### src/rtl/priority_enc_pkg.sv
// Shared definitions for the registered priority encoder family.
// Provides the index-width helper and the arbitration mode enum.
package priority_enc_pkg;

  typedef enum logic {
    PRIO_FIXED = 1'b0,
    PRIO_RR    = 1'b1
  } prio_mode_e;

  // Index width for a request vector; never returns less than one bit.
  function automatic int unsigned idx_width(input int unsigned width);
    return (width < 2) ? 1 : $clog2(width);
  endfunction

endpackage

### src/rtl/priority_enc_pick.sv
// Combinational cyclic-descending search for the first set request bit,
// starting at a given index and wrapping from 0 back to WIDTH-1.
module prio_pick
  import priority_enc_pkg::*;
#(
  parameter int unsigned WIDTH = 8,
  parameter int unsigned IDXW  = idx_width(WIDTH)
) (
  input  logic [WIDTH-1:0] req,
  input  logic [IDXW-1:0]  start,
  output logic             found,
  output logic [IDXW-1:0]  idx
);

  localparam logic [IDXW-1:0] TOP_IDX = IDXW'(WIDTH - 1);

  logic [IDXW-1:0] pos;

  always_comb begin
    found = 1'b0;
    idx   = '0;
    pos   = start;
    for (int unsigned k = 0; k < WIDTH; k++) begin
      if (!found && req[pos]) begin
        found = 1'b1;
        idx   = pos;
      end
      // Explicit wrap keeps non-power-of-two widths inside 0..WIDTH-1.
      pos = (pos == '0) ? TOP_IDX : pos - IDXW'(1);
    end
  end

endmodule

### src/rtl/priority_encoder_rr.sv
// Sticky request register with fixed-priority or round-robin selection
// and a valid/ready handshake that retires one index per grant.
module priority_encoder_rr
  import priority_enc_pkg::*;
#(
  parameter int unsigned WIDTH   = 8,
  parameter int unsigned IDXW    = idx_width(WIDTH),
  parameter int unsigned RR_MODE = 0
) (
  input  logic             clk,
  input  logic             rst,
  input  logic [WIDTH-1:0] d_in,
  input  logic             clr,
  output logic [IDXW-1:0]  d_out,
  output logic             valid,
  input  logic             ready,
  output logic [WIDTH-1:0] pending,
  output logic             ovf
);

  localparam prio_mode_e      MODE    = (RR_MODE != 0) ? PRIO_RR : PRIO_FIXED;
  localparam logic [IDXW-1:0] TOP_IDX = IDXW'(WIDTH - 1);

  logic [IDXW-1:0]  ptr;
  logic [IDXW-1:0]  ptr_next;
  logic [IDXW-1:0]  start;
  logic [IDXW-1:0]  pick_idx;
  logic             found;
  logic             grant;
  logic [WIDTH-1:0] grant_mask;
  logic [WIDTH-1:0] pending_next;
  logic             ovf_next;

  assign start = (MODE == PRIO_RR) ? ptr : TOP_IDX;

  prio_pick #(
    .WIDTH (WIDTH),
    .IDXW  (IDXW)
  ) u_pick (
    .req   (pending),
    .start (start),
    .found (found),
    .idx   (pick_idx)
  );

  // Selection, grant and next-state; set wins over grant-clear, clr wins over set.
  always_comb begin
    valid        = found;
    d_out        = found ? pick_idx : '0;
    grant        = found & ready;
    grant_mask   = grant ? (WIDTH'(1) << d_out) : '0;
    pending_next = (pending & ~grant_mask) | d_in;
    ovf_next     = ovf | (|(d_in & pending & ~grant_mask));
    ptr_next     = ptr;
    if (MODE == PRIO_RR && grant) begin
      ptr_next = (d_out == '0) ? TOP_IDX : d_out - IDXW'(1);
    end
    if (clr) begin
      pending_next = '0;
      ovf_next     = 1'b0;
    end
  end

  always_ff @(posedge clk) begin
    if (rst) begin
      pending <= '0;
      ovf     <= 1'b0;
      ptr     <= TOP_IDX;
    end else begin
      pending <= pending_next;
      ovf     <= ovf_next;
      ptr     <= ptr_next;
    end
  end

endmodule

### config.mk
export PLATFORM = sky130hd
export DESIGN_NAME = priority_encoder_rr
export DESIGN_NICKNAME = d
export VERILOG_FILES = /design/src/rtl/priority_enc_pkg.sv /design/src/rtl/priority_enc_pick.sv /design/src/rtl/priority_encoder_rr.sv
export SDC_FILE = /design/constraint.sdc
export NUM_CORES = 1
export LEC_CHECK = 0
export ABC_AREA = 1
export BUFFER_PORTS_ARGS = -buffer_cell sky130_fd_sc_hd__buf_2
export CAP_MARGIN = 20
export CORE_MARGIN = 1.5
export CORE_UTILIZATION = 35
export CTS_CLUSTER_DIAMETER = 150
export DETAILED_ROUTE_END_ITERATION = 6
export PLACE_DENSITY = 0.61
export SLEW_MARGIN = 20
export SYNTH_ARGS = -nofsm -noshare
export SYNTH_HDL_FRONTEND = slang
export SYNTH_SLANG_ARGS = --single-unit
### constraint.sdc
create_clock -name clk -period 1.7 [get_ports clk]
set_input_delay 0.17 -clock clk [delete_from_list [all_inputs] [get_ports clk]]
set_output_delay 0.17 -clock clk [all_outputs]
set_load 0.05 [all_outputs]
# After elaboration in Yosys (flattened, before gate mapping)
# Index checks and enable logic that the tools add are counted.
# Widths: inputs -> output; s select.
# classes
addsub	0
n_mul	0
n_shift	1
magnitude_cmp	0
n_eq_ne	0
mux	18
n_div	0
n_reduce_logical	16
bitwise_logic	7
# ops
operator	count
$mux 3	9
$and 8x8->8	3
$mux 1	8
$mux 8	1
$not 8->8	1
$or 8x8->8	1
$reduce_or 8->1	1
$shl 1x3->8 const A	1
$logic_and 1x1->1	7
$logic_not 1->1	7
$reduce_or 2->1	1
$and 1x1->1	1
$or 1x1->1	1
# word_totals
regBits	9
inputBits	12
ram_bits	0
n_memories	0
latch_bits	0
elab_cells	44
mem_bits_ro	0

# Depth between registers and ports, before layout
# Gate-level depths: netlist (run 1).
# logic_depth
depth_word	29
depth_mapped	11
mapped_depth_nobuf	11

# Modules after synthesis
# Synthesis (run 1) repeated with hierarchy kept, for this count alone.
# unflattened
cells_unflattened	336
hier_area_um2	1900.6
# modules_own_cells
mod	area_per_inst_um2	cells_per_inst	n_inst
prio_pick	1423.9	255	1
priority_encoder_rr	476.7	81	1

# Worst setup path after synthesis (run 1)
# No wires, ideal clock.
# synth_timing
path_kind	reg-to-output
start	register pending[6]
end	output port d_out[1]
path_buffers	0
arrival_ps	1850
path_slack_ps	-320
stages_incl_launch_ff	4
path_cell_list	dfxtp_1 -> nor2_2 -> nand2_2 -> a21oi_1
# synth_via
elab_chain_cells	21
# synth_lines
element	line	source
start, declared	priority_encoder_rr.sv:17	output logic [WIDTH-1:0] pending,
start signal, assigned	priority_encoder_rr.sv:70	pending <= pending_next;
$logic_and 1x1->1 (*)	priority_enc_pick.sv:24	if (!found && req[pos]) begin
$mux 1	priority_enc_pick.sv:24	
$logic_not 1->1	priority_enc_pick.sv:24	
$logic_and 1x1->1	priority_enc_pick.sv:24	
$mux 1	priority_enc_pick.sv:24	
$logic_not 1->1	priority_enc_pick.sv:24	
$logic_and 1x1->1	priority_enc_pick.sv:24	
$mux 1	priority_enc_pick.sv:24	
(+5 left out)	--	
$mux 1	priority_enc_pick.sv:24	
$logic_not 1->1	priority_enc_pick.sv:24	
$logic_and 1x1->1	priority_enc_pick.sv:24	
$mux 1	priority_enc_pick.sv:24	
$logic_not 1->1	priority_enc_pick.sv:24	
$logic_and 1x1->1	priority_enc_pick.sv:24	
$mux 3 / $mux 1 (equally long branches)	priority_enc_pick.sv:24	
$mux 3 (*)	priority_encoder_rr.sv:49	d_out = found ? pick_idx : '0;
end, declared	priority_encoder_rr.sv:14	output logic [IDXW-1:0] d_out,
# Mark *: on every way between the ends. The rest lies on a longest branch, timed or not.

# Final worst setup path (run 1)
# layout_timing
start	register pending[7]
end	output port d_out[0]
# layout_via
elab_chain_cells	23
# layout_lines
element	line
$mux 1	priority_enc_pick.sv:24
$logic_not 1->1	priority_enc_pick.sv:24
$logic_and 1x1->1	priority_enc_pick.sv:24
$mux 1	priority_enc_pick.sv:24
$logic_not 1->1	priority_enc_pick.sv:24
$logic_and 1x1->1	priority_enc_pick.sv:24
$mux 1	priority_enc_pick.sv:24
$logic_not 1->1	priority_enc_pick.sv:24
(+7 left out)	--
$mux 1	priority_enc_pick.sv:24
$logic_not 1->1	priority_enc_pick.sv:24
$logic_and 1x1->1	priority_enc_pick.sv:24
$mux 1	priority_enc_pick.sv:24
$logic_not 1->1	priority_enc_pick.sv:24
$logic_and 1x1->1	priority_enc_pick.sv:24
$mux 3 / $mux 1 (equally long branches)	priority_enc_pick.sv:24
$mux 3 (*)	priority_encoder_rr.sv:49
# Marks and branches as above.

==> impl_metrics.csv, run 1 <==
group,metric,value,unit
status,outcome,"finished, violations left",
status,violations,"DRC",
routing,drcViolationCount,3,
grt,grt_use_total,15.5,%
clock_network,clk_pin_slew,0.07,ns
hold_path,min_path_type,"input pin to flip-flop",
floorplan,start_util,38.7,%
power,powerDensity,824,nW/um2
clock_network,cts.htree.levels,1,
clock_network,cts_buffers,3,
synthesis,synth_cells,89,
floorplan,core-area,1560,um2
cells_and_area,drive_gt1_share,38.8,%
grt,grt_pass1_wl,2170,um
timing,max_clock_freq,611,MHz
routing,dr.pass1.iters,6,
clock_network,cts-root-buf,"clkbuf_4",
clock_network,clkLatencyLatePin,0.27,ns
synthesis,synth-seq-cells,9,
cells_and_area,fin_area,759,um2
timing,rsz0062_at_grt,"false",
timing,period_needed,1.64,ns
worst_setup_path,worstRegToRegCells,10,
worst_setup_path,r2r-end,"ovf$_SDFF_PP0_",
timing,max-slew-margin-rel,77.4,%
timing,skew,0.00853,ns
worst_setup_path,critPathCapture,"d_out[0]",
worst_setup_path,arrival,1.47,ns
clock_network,cts_max_path_buffers,2,
placed_design,routabilityCongestion,0.770,
cells_and_area,syn_to_final_growth,25.9,%
floorplan,dieArea,1980,um2
timing,tightest_slew,0.336,ns
power,sequentialPowerShare,38.2,%
routing,detailroute.via_count,620,
grt,gr-total-overflow,0,
power,p_int,0.000375,W
clock_network,cts_tree,"built",
worst_setup_path,path_class,"flip-flop to output port",
power,p_sw,0.000251,W
synthesis,synth_area,603,um2
routing,wl,1320,um
cells_and_area,final_nets,129,
cells_and_area,diodes,0,
power,swShare,40.1,%
placed_design,dp_cells,128,
worst_setup_path,cp.required,1.53,ns
timing,setup_violations,0,
synthesis,avgSynthCellArea,6.78,um2
floorplan,rows,14,
routing,ant_nets,0,
routing,viasPerCell,4.70,
floorplan,io_pins,25,
worst_setup_path,endpoint_kind,"output port",
synthesis,synth_fp_nets,101,
cells_and_area,finalNonFillerCells,132,
grt,grt_pass1_vias,524,
worst_setup_path,cp-start-kind,"flip-flop",
power,cellLeakagePower,0.432,nW
placed_design,numPortBuffers,24,
worst_setup_path,reg2reg_from,"pending[6]$_SDFF_PP0_",
timing,final.period_utilization,96.3,%
grt,grt_max_degree,9,
worst_setup_path,reg2reg_slack,0.26,ns
worst_setup_path,startpoint,"pending[7]$_SDFF_PP0_",
power,vdd_drop_max,0.000511,V
grt,grt_antenna_before_repair,0,
synthesis,ys_seq_area_share,29.9,%
synthesis,yosys_warnings,0,
cells_and_area,fillers,165,
floorplan,die_y,44.5,um
timing,slew_viol_final,0,
placed_design,hpwl,1010,um
power,combPwrFrac,34.3,%
clock_network,postCtsHoldBufs,0,
power,clockPowerShare,27.5,%
timing,hold_viol,0,
floorplan,die_w,44.5,um
clock_network,clock_sinks,9,
worst_setup_path,cp_max_fo,7,
timing,final.setup.tns,0,ns
routing,dr.first_iter.drc_count,19,
routing,routedWlPerCell,10.0,um
placed_design,post_dp_cell_area,726,um2
hold_path,hold_depth,3,
run,cap_violations,0,
synthesis,synthDistinctLibCells,16,
power groups by stage:
stage	logic, W	clock network [W]	registers [W]
2_1_floorplan	0.000136	0	0.000278
3_3_place_gp	0.000213	0	0.000242
3_5_place_dp	0.000213	0	0.000242
4_1_cts	0.000215	0.000181	0.000238
5_1_grt	0.000231	0.000191	0.000241
6_report	0.000215	0.000172	0.000239
routing by layer:
metal  up-vias  GRT usage [%]  wire [um]
met4         0           9.09         25
met5         -              0          0
met1       269           18.9        642
met2        16           22.3        588
met3         4           6.94         67
li1        331              -          -
sequential cells by signal, summed over array words and instances, names as in the netlist:
signal and flops:
ovf 1, pending 8
critical path, stage by stage, from the launching register on:
cell and delay (ns):
dfxtp_2 0.42, nor2_4 0.07, nand3_1 0.08, nor2_2 0.06, a2111o_1 0.37, buf_4 0.20
kinds of logic (layout without fill, tap and decap cells):
| kind of cell | Yosys count | after routing | synth area share, % |
|---|---|---|---|
| simple gates | 51 | 51 | 44.2 |
| compound gates | 10 | 10 | 9.34 |
| flops | 9 | 9 | 29.9 |
| buf+inv | 19 | 46 | 16.6 |
per-stage QoR:
| stage | utilization [%] | hold WS [ns] | total power, W | setup WS (ns) |
|---|---|---|---|---|
| 2_1_floorplan | - | 0.287 | 0.000414 | 0.0305 |
| 3_3_place_gp | 46.5 | 0.394 | 0.000454 | 0.221 |
| 3_5_place_dp | 46.5 | 0.396 | 0.000455 | 0.206 |
| 4_1_cts | 48.4 | 0.118 | 0.000634 | 0.0180 |
| 5_1_grt | 48.7 | 0.137 | 0.000663 | 0.000947 |
| 6_report | 48.7 | 0.120 | 0.000625 | 0.0630 |
placed cells by master, fill, tap and decap left out, types with 2 or more instances in the layout:
cell type   n
dfxtp_2     5
nor2_2      2
nor2_1     13
dfxtp_1     4
inv_1      18
nand3_1     5
buf_2      23
a21oi_1     8
nand4_1     2
clkbuf_4    3
nand3_2     4
nor2_4      2
nand2_1    18
final cells by class:
cell class	instances	area, um2	share of cell area (%)
multi-input combinational	61	337	44.3
sequential	9	186	24.5
timing repair buffer	24	123	16.1
inverter	18	67.6	8.90
clock buffer	4	26.3	3.46
tap	16	20.0	2.64
cell usage after synthesis (all sizes together):
| cell | number | share of area (%) |
|---|---|---|
| nand3 | 10 | 14 |
| inv | 18 | 11 |
| nand2 | 20 | 13 |
| nor2 | 17 | 13 |
| dfxtp | 9 | 30 |
| nor3 | 1 | 0.83 |
| a2111o | 1 | 1.9 |
| a21oi | 9 | 7.5 |
| bufbuf | 1 | 5.4 |
| and3 | 1 | 1.2 |
| nand4 | 2 | 2.1 |
how the worst min path moves through the flow:
stage	start	end	slack [ns]
after detailed placement	d_in[3]	pending[3]$_SDFF_PP0_	0.40
after global placement	d_in[3]	pending[3]$_SDFF_PP0_	0.39
after floorplan	d_in[3]	pending[3]$_SDFF_PP0_	0.29
final	d_in[5]	pending[5]$_SDFF_PP0_	0.12
after CTS	d_in[3]	pending[3]$_SDFF_PP0_	0.12
after global routing	d_in[3]	pending[3]$_SDFF_PP0_	0.14
what timing repair did:
action | 4_1_cts | 5_1_grt
pin swaps | 0 | 0
resized for setup | 1 | 1
setup endpoints to repair | 1 | 1
setup buffers | 0 | 0
Note: power is estimated with default switching activity, not from simulation.
==> run 2, diff against run 1 <==
--- a/config.mk
+++ b/config.mk
@@ -12,6 +12,7 @@
 export CORE_UTILIZATION = 35
 export CTS_CLUSTER_DIAMETER = 150
 export DETAILED_ROUTE_END_ITERATION = 6
+export HOLD_SLACK_MARGIN = 0.12
 export PLACE_DENSITY = 0.61
 export SLEW_MARGIN = 20
 export SYNTH_ARGS = -nofsm -noshare
==> impl_metrics.csv, run 2 (synthesis gave the netlist of run 1 again) <==
group,metric,value,unit
status,outcome,"finished, violations left",
grt,gr-total-overflow,0,
floorplan,io_pins,25,
cells_and_area,fillers,163,
timing,tightest_slew,0.336,ns
cells_and_area,syn_to_final_growth,27.6,%
grt,grt_max_degree,9,
clock_network,cts_tree,"built",
clock_network,clk_pin_slew,0.07,ns
timing,slew_viol_final,0,
routing,met3WireLength,66,um
routing,dr.first_iter.drc_count,19,
placed_design,hpwl,1010,um
routing,ant_nets,0,
floorplan,dieArea,1980,um2
clock_network,cts_max_path_buffers,2,
cells_and_area,diodes,0,
timing,worst_slack,0.0631,ns
cells_and_area,drive_gt1_share,38.5,%
cells_and_area,largest_register_ffs,8,
cells_and_area,multi_input_area,337,um2
floorplan,start_util,38.7,%
run,cap_violations,0,
worst_setup_path,reg2reg_from,"pending[6]$_SDFF_PP0_",
worst_setup_path,worstPathBufferInverterCount,1,
power,powerDensity,815,nW/um2
worst_setup_path,startpoint,"pending[7]$_SDFF_PP0_",
grt,grt_pass1_wl,2170,um
placed_design,routabilityCongestion,0.770,
clock_network,cts.htree.levels,1,
routing,highest_layer,"met4",
routing,dr.pass1.iters,6,
worst_setup_path,critPathMaxStageDelay,0.42,ns
cells_and_area,mostFrequentLayoutCell,"buf_2",
worst_setup_path,crit_family,"flip-flops",
grt,grt_pass1_vias,524,
placed_design,place_ws,0.206,ns
clock_network,clkLatencyLatePin,0.27,ns
worst_setup_path,cp.required,1.53,ns
worst_setup_path,worstPathCellList,"nor2_4 > nand3_1 > nor2_2 > a2111o_1 > buf_4",
cells_and_area,regMostFlops,"pending",
timing,hold_viol,0,
cells_and_area,top_regs,"pending: 8 flops, ovf: 1 flops",
timing,final.period_utilization,96.3,%
floorplan,core-area,1560,um2
timing,max-slew-margin-rel,77.4,%
cells_and_area,final_nets,130,
clock_network,clock_sinks,9,
cells_and_area,mostFrequentLayoutCells,"23 x buf_2, 18 x inv_1, 18 x nand2_1, 13 x nor2_1, 8 x a21oi_1",
worst_setup_path,arrival,1.47,ns
routing,drcViolationCount,3,
routing,viasPerCell,4.67,
worst_setup_path,endpoint_kind,"output port",
grt,grt_use_total,15.5,%
hold_path,min_path_type,"input pin to flip-flop",
grt,grt_antenna_before_repair,0,
placed_design,numPortBuffers,24,
timing,max_clock_freq,611,MHz
routing,detailroute.via_count,621,
worst_setup_path,cpMaxStageDelayCell,"dfxtp_2",
power,cellLeakagePower,0.436,nW
routing,routedWlPerCell,10.0,um
timing,setup_violations,0,
floorplan,die_w,44.5,um
power,vdd_drop_max,0.000495,V
worst_setup_path,cp-start-kind,"flip-flop",
floorplan,die_y,44.5,um
status,violations,"DRC",
routing,wl,1330,um
routing,wl_met2,592,um
clock_network,postCtsSetupBuffers,0,
routing,wl_met1,649,um
timing,period_needed,1.64,ns
timing,rsz0062_at_grt,"false",
clock_network,cts_buffers,3,
timing,skew,0.00855,ns
worst_setup_path,path_class,"flip-flop to output port",
timing,final.setup.tns,0,ns
clock_network,cts-root-buf,"clkbuf_4",
floorplan,rows,14,
worst_setup_path,cp_max_fo,7,
hold_path,hold_start,"d_in[5]",
cells_and_area,regArea,186,um2
-- run 2: cell types whose count changed in the layout (fill, tap and decap cells not counted) --
| cell | delta |
|---|---|
| dlygate4sd3_1 | +1 |
-- run 2: power by group --
group / internal (W) / switching (W) / leakage, nW
Combinational: 0.0000626 / 0.000154 / 0.345
Clock: 0.0000907 / 0.0000810 / 0.0150
Sequential: 0.000223 / 0.0000159 / 0.0760
Total: 0.000376 / 0.000251 / 0.436
-- run 2: through the flow --
stage / util (%) / hold WS [ns] / total power, W / cell area (um2) / instances
3_5_place_dp: 46.5 / 0.396 / 0.000455 / 726 / 128
3_3_place_gp: 46.5 / 0.394 / 0.000454 / 726 / 128
5_1_grt: 49.4 / 0.138 / 0.000665 / 769 / 133
6_report: 49.4 / 0.120 / 0.000627 / 769 / 133
4_1_cts: 49.0 / 0.120 / 0.000635 / 764 / 133
2_1_floorplan: - / 0.287 / 0.000414 / 618 / 89
-- run 2: path summary, 6_finish.rpt --
check,to,depth (start not counted),slack (ns)
max reg2reg,ovf$_SDFF_PP0_,10,0.26
min reg2reg,pending[2]$_SDFF_PP0_,2,0.53
max,d_out[0],5,0.06
min,pending[5]$_SDFF_PP0_,3,0.12
-- run 2: tightest hold or removal path, stage by stage --
cell and delay (ns):
buf_2 0.09, a21oi_1 0.04, nor2_1 0.07
-- run 2: area by class of cell --
cell class	instances	area share, %
flip-flops and latches	9	24.2
well taps	16	2.60
inverters	18	8.78
repair buffers	25	17.2
clock buffers	4	3.41
multi-input cells	61	43.7
-- run 2: metal layers --
layer  vias up  GRT usage (%)
met2        16           22.3
met4         0           9.09
met5         -              0
li1        333              -
met1       268           18.9
met3         4           6.94
-- run 2: what timing repair did --
| item | in CTS | in global routing |
|---|---|---|
| hold endpoints to repair | 1 | 0 |
| resized for setup | 1 | 1 |
| setup endpoints to repair | 1 | 1 |
| hold buffers | 1 | 0 |
==> run 3, diff against run 2 <==
--- a/config.mk
+++ b/config.mk
@@ -5,16 +5,15 @@
 export SDC_FILE = /design/constraint.sdc
 export NUM_CORES = 1
 export LEC_CHECK = 0
-export ABC_AREA = 1
 export BUFFER_PORTS_ARGS = -buffer_cell sky130_fd_sc_hd__buf_2
 export CAP_MARGIN = 20
 export CORE_MARGIN = 1.5
 export CORE_UTILIZATION = 35
-export CTS_CLUSTER_DIAMETER = 150
 export DETAILED_ROUTE_END_ITERATION = 6
 export HOLD_SLACK_MARGIN = 0.12
-export PLACE_DENSITY = 0.61
+export PLACE_DENSITY = 0.53
 export SLEW_MARGIN = 20
 export SYNTH_ARGS = -nofsm -noshare
 export SYNTH_HDL_FRONTEND = slang
+export SYNTH_HIERARCHICAL = 1
 export SYNTH_SLANG_ARGS = --single-unit
==> impl_metrics.csv, run 3 <==
group,metric,value,unit
timing,period_needed,2.81,ns
routing,dr.first_iter.drc_count,100,
cells_and_area,largest_register_ffs,8,
timing,max_clock_freq,356,MHz
timing,tightest_slew,0.518,ns
synthesis,synth_cells,228,
cells_and_area,fillers,478,
routing,drcViolationCount,0,
worst_setup_path,worstRegToRegCells,13,
synthesis,synth_top_area_cell,"dfxtp_1",
placed_design,routabilityCongestion,0.880,
routing,wl,5870,um
worst_setup_path,cp-start-kind,"flip-flop",
synthesis,synthTopCellsByCount,"25 x nor2_1, 22 x a21oi_1, 20 x nand2_1",
floorplan,die_w,74.4,um
synthesis,yosys_warnings,6,
cells_and_area,top_regs,"pending: 8 flops, ovf: 1 flops",
cells_and_area,mostFrequentLayoutCells,"50 x buf_4, 23 x nor2_1, 20 x buf_2, 16 x conb_1, 15 x nand2_1",
synthesis,synth_flop_cell,"dfxtp_1",
floorplan,dieArea,5530,um2
synthesis,synthArstFlopShare,0,%
synthesis,synth-seq-cells,9,
power,cellLeakagePower,1.19,nW
worst_setup_path,path_class,"flip-flop to flip-flop",
cells_and_area,diodes,0,
synthesis,synth_area,1780,um2
cells_and_area,final_nets,338,
worst_setup_path,cpMaxStageDelayCell,"mux4_2",
worst_setup_path,arrival,2.93,ns
worst_setup_path,reg2reg_slack,-1.11,ns
cells_and_area,regMostFlops,"pending",
clock_network,clkLatencyLatePin,0.25,ns
timing,worst_hold_slack,0.152,ns
worst_setup_path,reg2reg_from,"pending[7]$_SDFF_PP0_",
timing,setup_violations,13,
hold_path,hold_start,"d_in[3]",
timing,hold_viol,0,
clock_network,cts.htree.levels,1,
floorplan,die_y,74.4,um
status,outcome,"finished, violations left",
cells_and_area,mostFrequentLayoutCell,"buf_4",
clock_network,clock_sinks,9,
synthesis,yosysMostFrequentCell,"nor2_1",
run,cap_violations,0,
cells_and_area,syn_to_final_growth,53.0,%
floorplan,start_util,37.0,%
worst_setup_path,cp_max_fo,4,
synthesis,synth_top_area_share,10.1,%
synthesis,synth-edff-count,0,
hold_path,hold_depth,3,
routing,ant_nets,0,
clock_network,cts-root-buf,"clkbuf_8",
grt,grt_pass1_vias,2069,
power,vdd_drop_max,0.000480,V
worst_setup_path,cp.required,1.82,ns
synthesis,yosys-top-cells-area,"dfxtp_1 10%, mux2i_1 9.6%, mux4_2 7.6%",
clock_network,cts_max_path_buffers,2,
timing,slew_viol_final,0,
placed_design,place_ws,-1.12,ns
hold_path,min_path_type,"input pin to flip-flop",
grt,grt_antenna_before_repair,0,
floorplan,rows,25,
clock_network,cts_tree,"built",
worst_setup_path,r2r-end,"ovf$_SDFF_PP0_",
grt,grt_use_total,22.7,%
worst_setup_path,critPathMaxStageDelay,0.50,ns
synthesis,ys_seq_area_share,10.1,%
placed_design,numPortBuffers,24,
routing,viasPerCell,5.32,
hold_path,holdPathEnd,"pending[3]$_SDFF_PP0_",
floorplan,core-area,4820,um2
clock_network,clk_pin_slew,0.05,ns
cells_and_area,drive_gt1_share,49.8,%
worst_setup_path,endpoint_kind,"flip-flop",
timing,final.period_utilization,165,%
routing,dr.pass1.iters,5,
floorplan,io_pins,25,
synthesis,avgSynthCellArea,7.81,um2
synthesis,synthDistinctLibCells,65,
routing,detailroute.via_count,2044,
power,p_total,0.00205,W
worst_setup_path,worstPathCellList,"mux4_2 > mux2i_4 > buf_4 > buf_6 > nand3_2 > nor2_2 > a21oi_2 > a32o_2 > buf_4 > nor3b_4 > nand3_2 > a311oi_1 > a41oi_1",
placed_design,hpwl,4420,um
power,powerDensity,754,nW/um2
routing,routedWlPerCell,15.3,um
timing,skew,0.0114,ns
status,violations,"setup timing",
timing,rsz0062_at_grt,"true",
grt,gr-total-overflow,0,
grt,grt_max_degree,18,
timing,worst_slack,-1.11,ns
clock_network,postCtsHoldBufs,0,
timing,max-slew-margin-rel,65.3,%
grt,grt_pass1_wl,9670,um
clock_network,cts_buffers,3,
[run 3: per-stage QoR]
stage	instance area [um2]	instances	utilization (%)	setup TNS, ns
floorplan	1910	243	-	-10.00
global placement	2400	369	49.8	-11.06
detailed placement	2400	369	49.8	-11.05
CTS	2680	384	55.7	-11.68
global route	2730	384	56.6	-12.71
finish	2730	384	56.6	-11.67
[run 3: layout make-up]
class	instances	area [um2]	area share [%]
inverters	11	41.3	1.51
flip-flops and latches	9	194	7.11
clock buffers	4	45.0	1.65
multi-input cells	214	1770	64.9
repair buffers	79	592	21.7
well taps	67	83.8	3.07
[run 3: how the worst max path moves through the flow]
| stage | start | end | cells past startpoint |
|---|---|---|---|
| after CTS | pending[7]$_SDFF_PP0_ | ovf$_SDFF_PP0_ | 10 |
| after global placement | pending[7]$_SDFF_PP0_ | pending[1]$_SDFF_PP0_ | 11 |
| after floorplan | pending[7]$_SDFF_PP0_ | ovf$_SDFF_PP0_ | 10 |
| final | pending[7]$_SDFF_PP0_ | ovf$_SDFF_PP0_ | 13 |
| after global routing | pending[7]$_SDFF_PP0_ | ovf$_SDFF_PP0_ | 13 |
| after detailed placement | pending[7]$_SDFF_PP0_ | ovf$_SDFF_PP0_ | 10 |
[run 3: kinds of logic after synthesis]
group / synth area share (%)
mux: 20.3
buf+inv: 4.84
simple gates: 26.5
compound gates: 32.0
other cells: 0.210
fa+ha+maj: 5.62
xor+xnor: 0.492
flops: 10.1
[run 3: worst max-delay path: cells and delay by family, from the launching register on]
family	cells	cell delay [ns]
AND/OR/NAND/NOR	4	0.51
AO/OA/AOI/OAI	4	0.79
buffers and inverters	3	0.38
flip-flops	1	0.33
multiplexers	2	0.68
[run 3: metal layers]
metal,global-route usage (%),up-vias,part of all wire [%]
li1,-,1032,-
met1,31.9,951,48
met2,36.9,52,47
met3,2.44,9,3.9
met4,6.26,0,1.2
met5,0,-,0
[run 3: power breakdown]
part	internal [W]	switching, W	total (W)
Combinational	0.000746	0.000817	0.00156
Clock	0.000165	0.0000988	0.000263
Sequential	0.000222	0.00000701	0.000229
[run 3: repair_timing]
item	CTS	global route
pin swaps	14	6
endpoints found under the setup margin	13	13
gates resized for setup	43	13
setup buffers	12	4
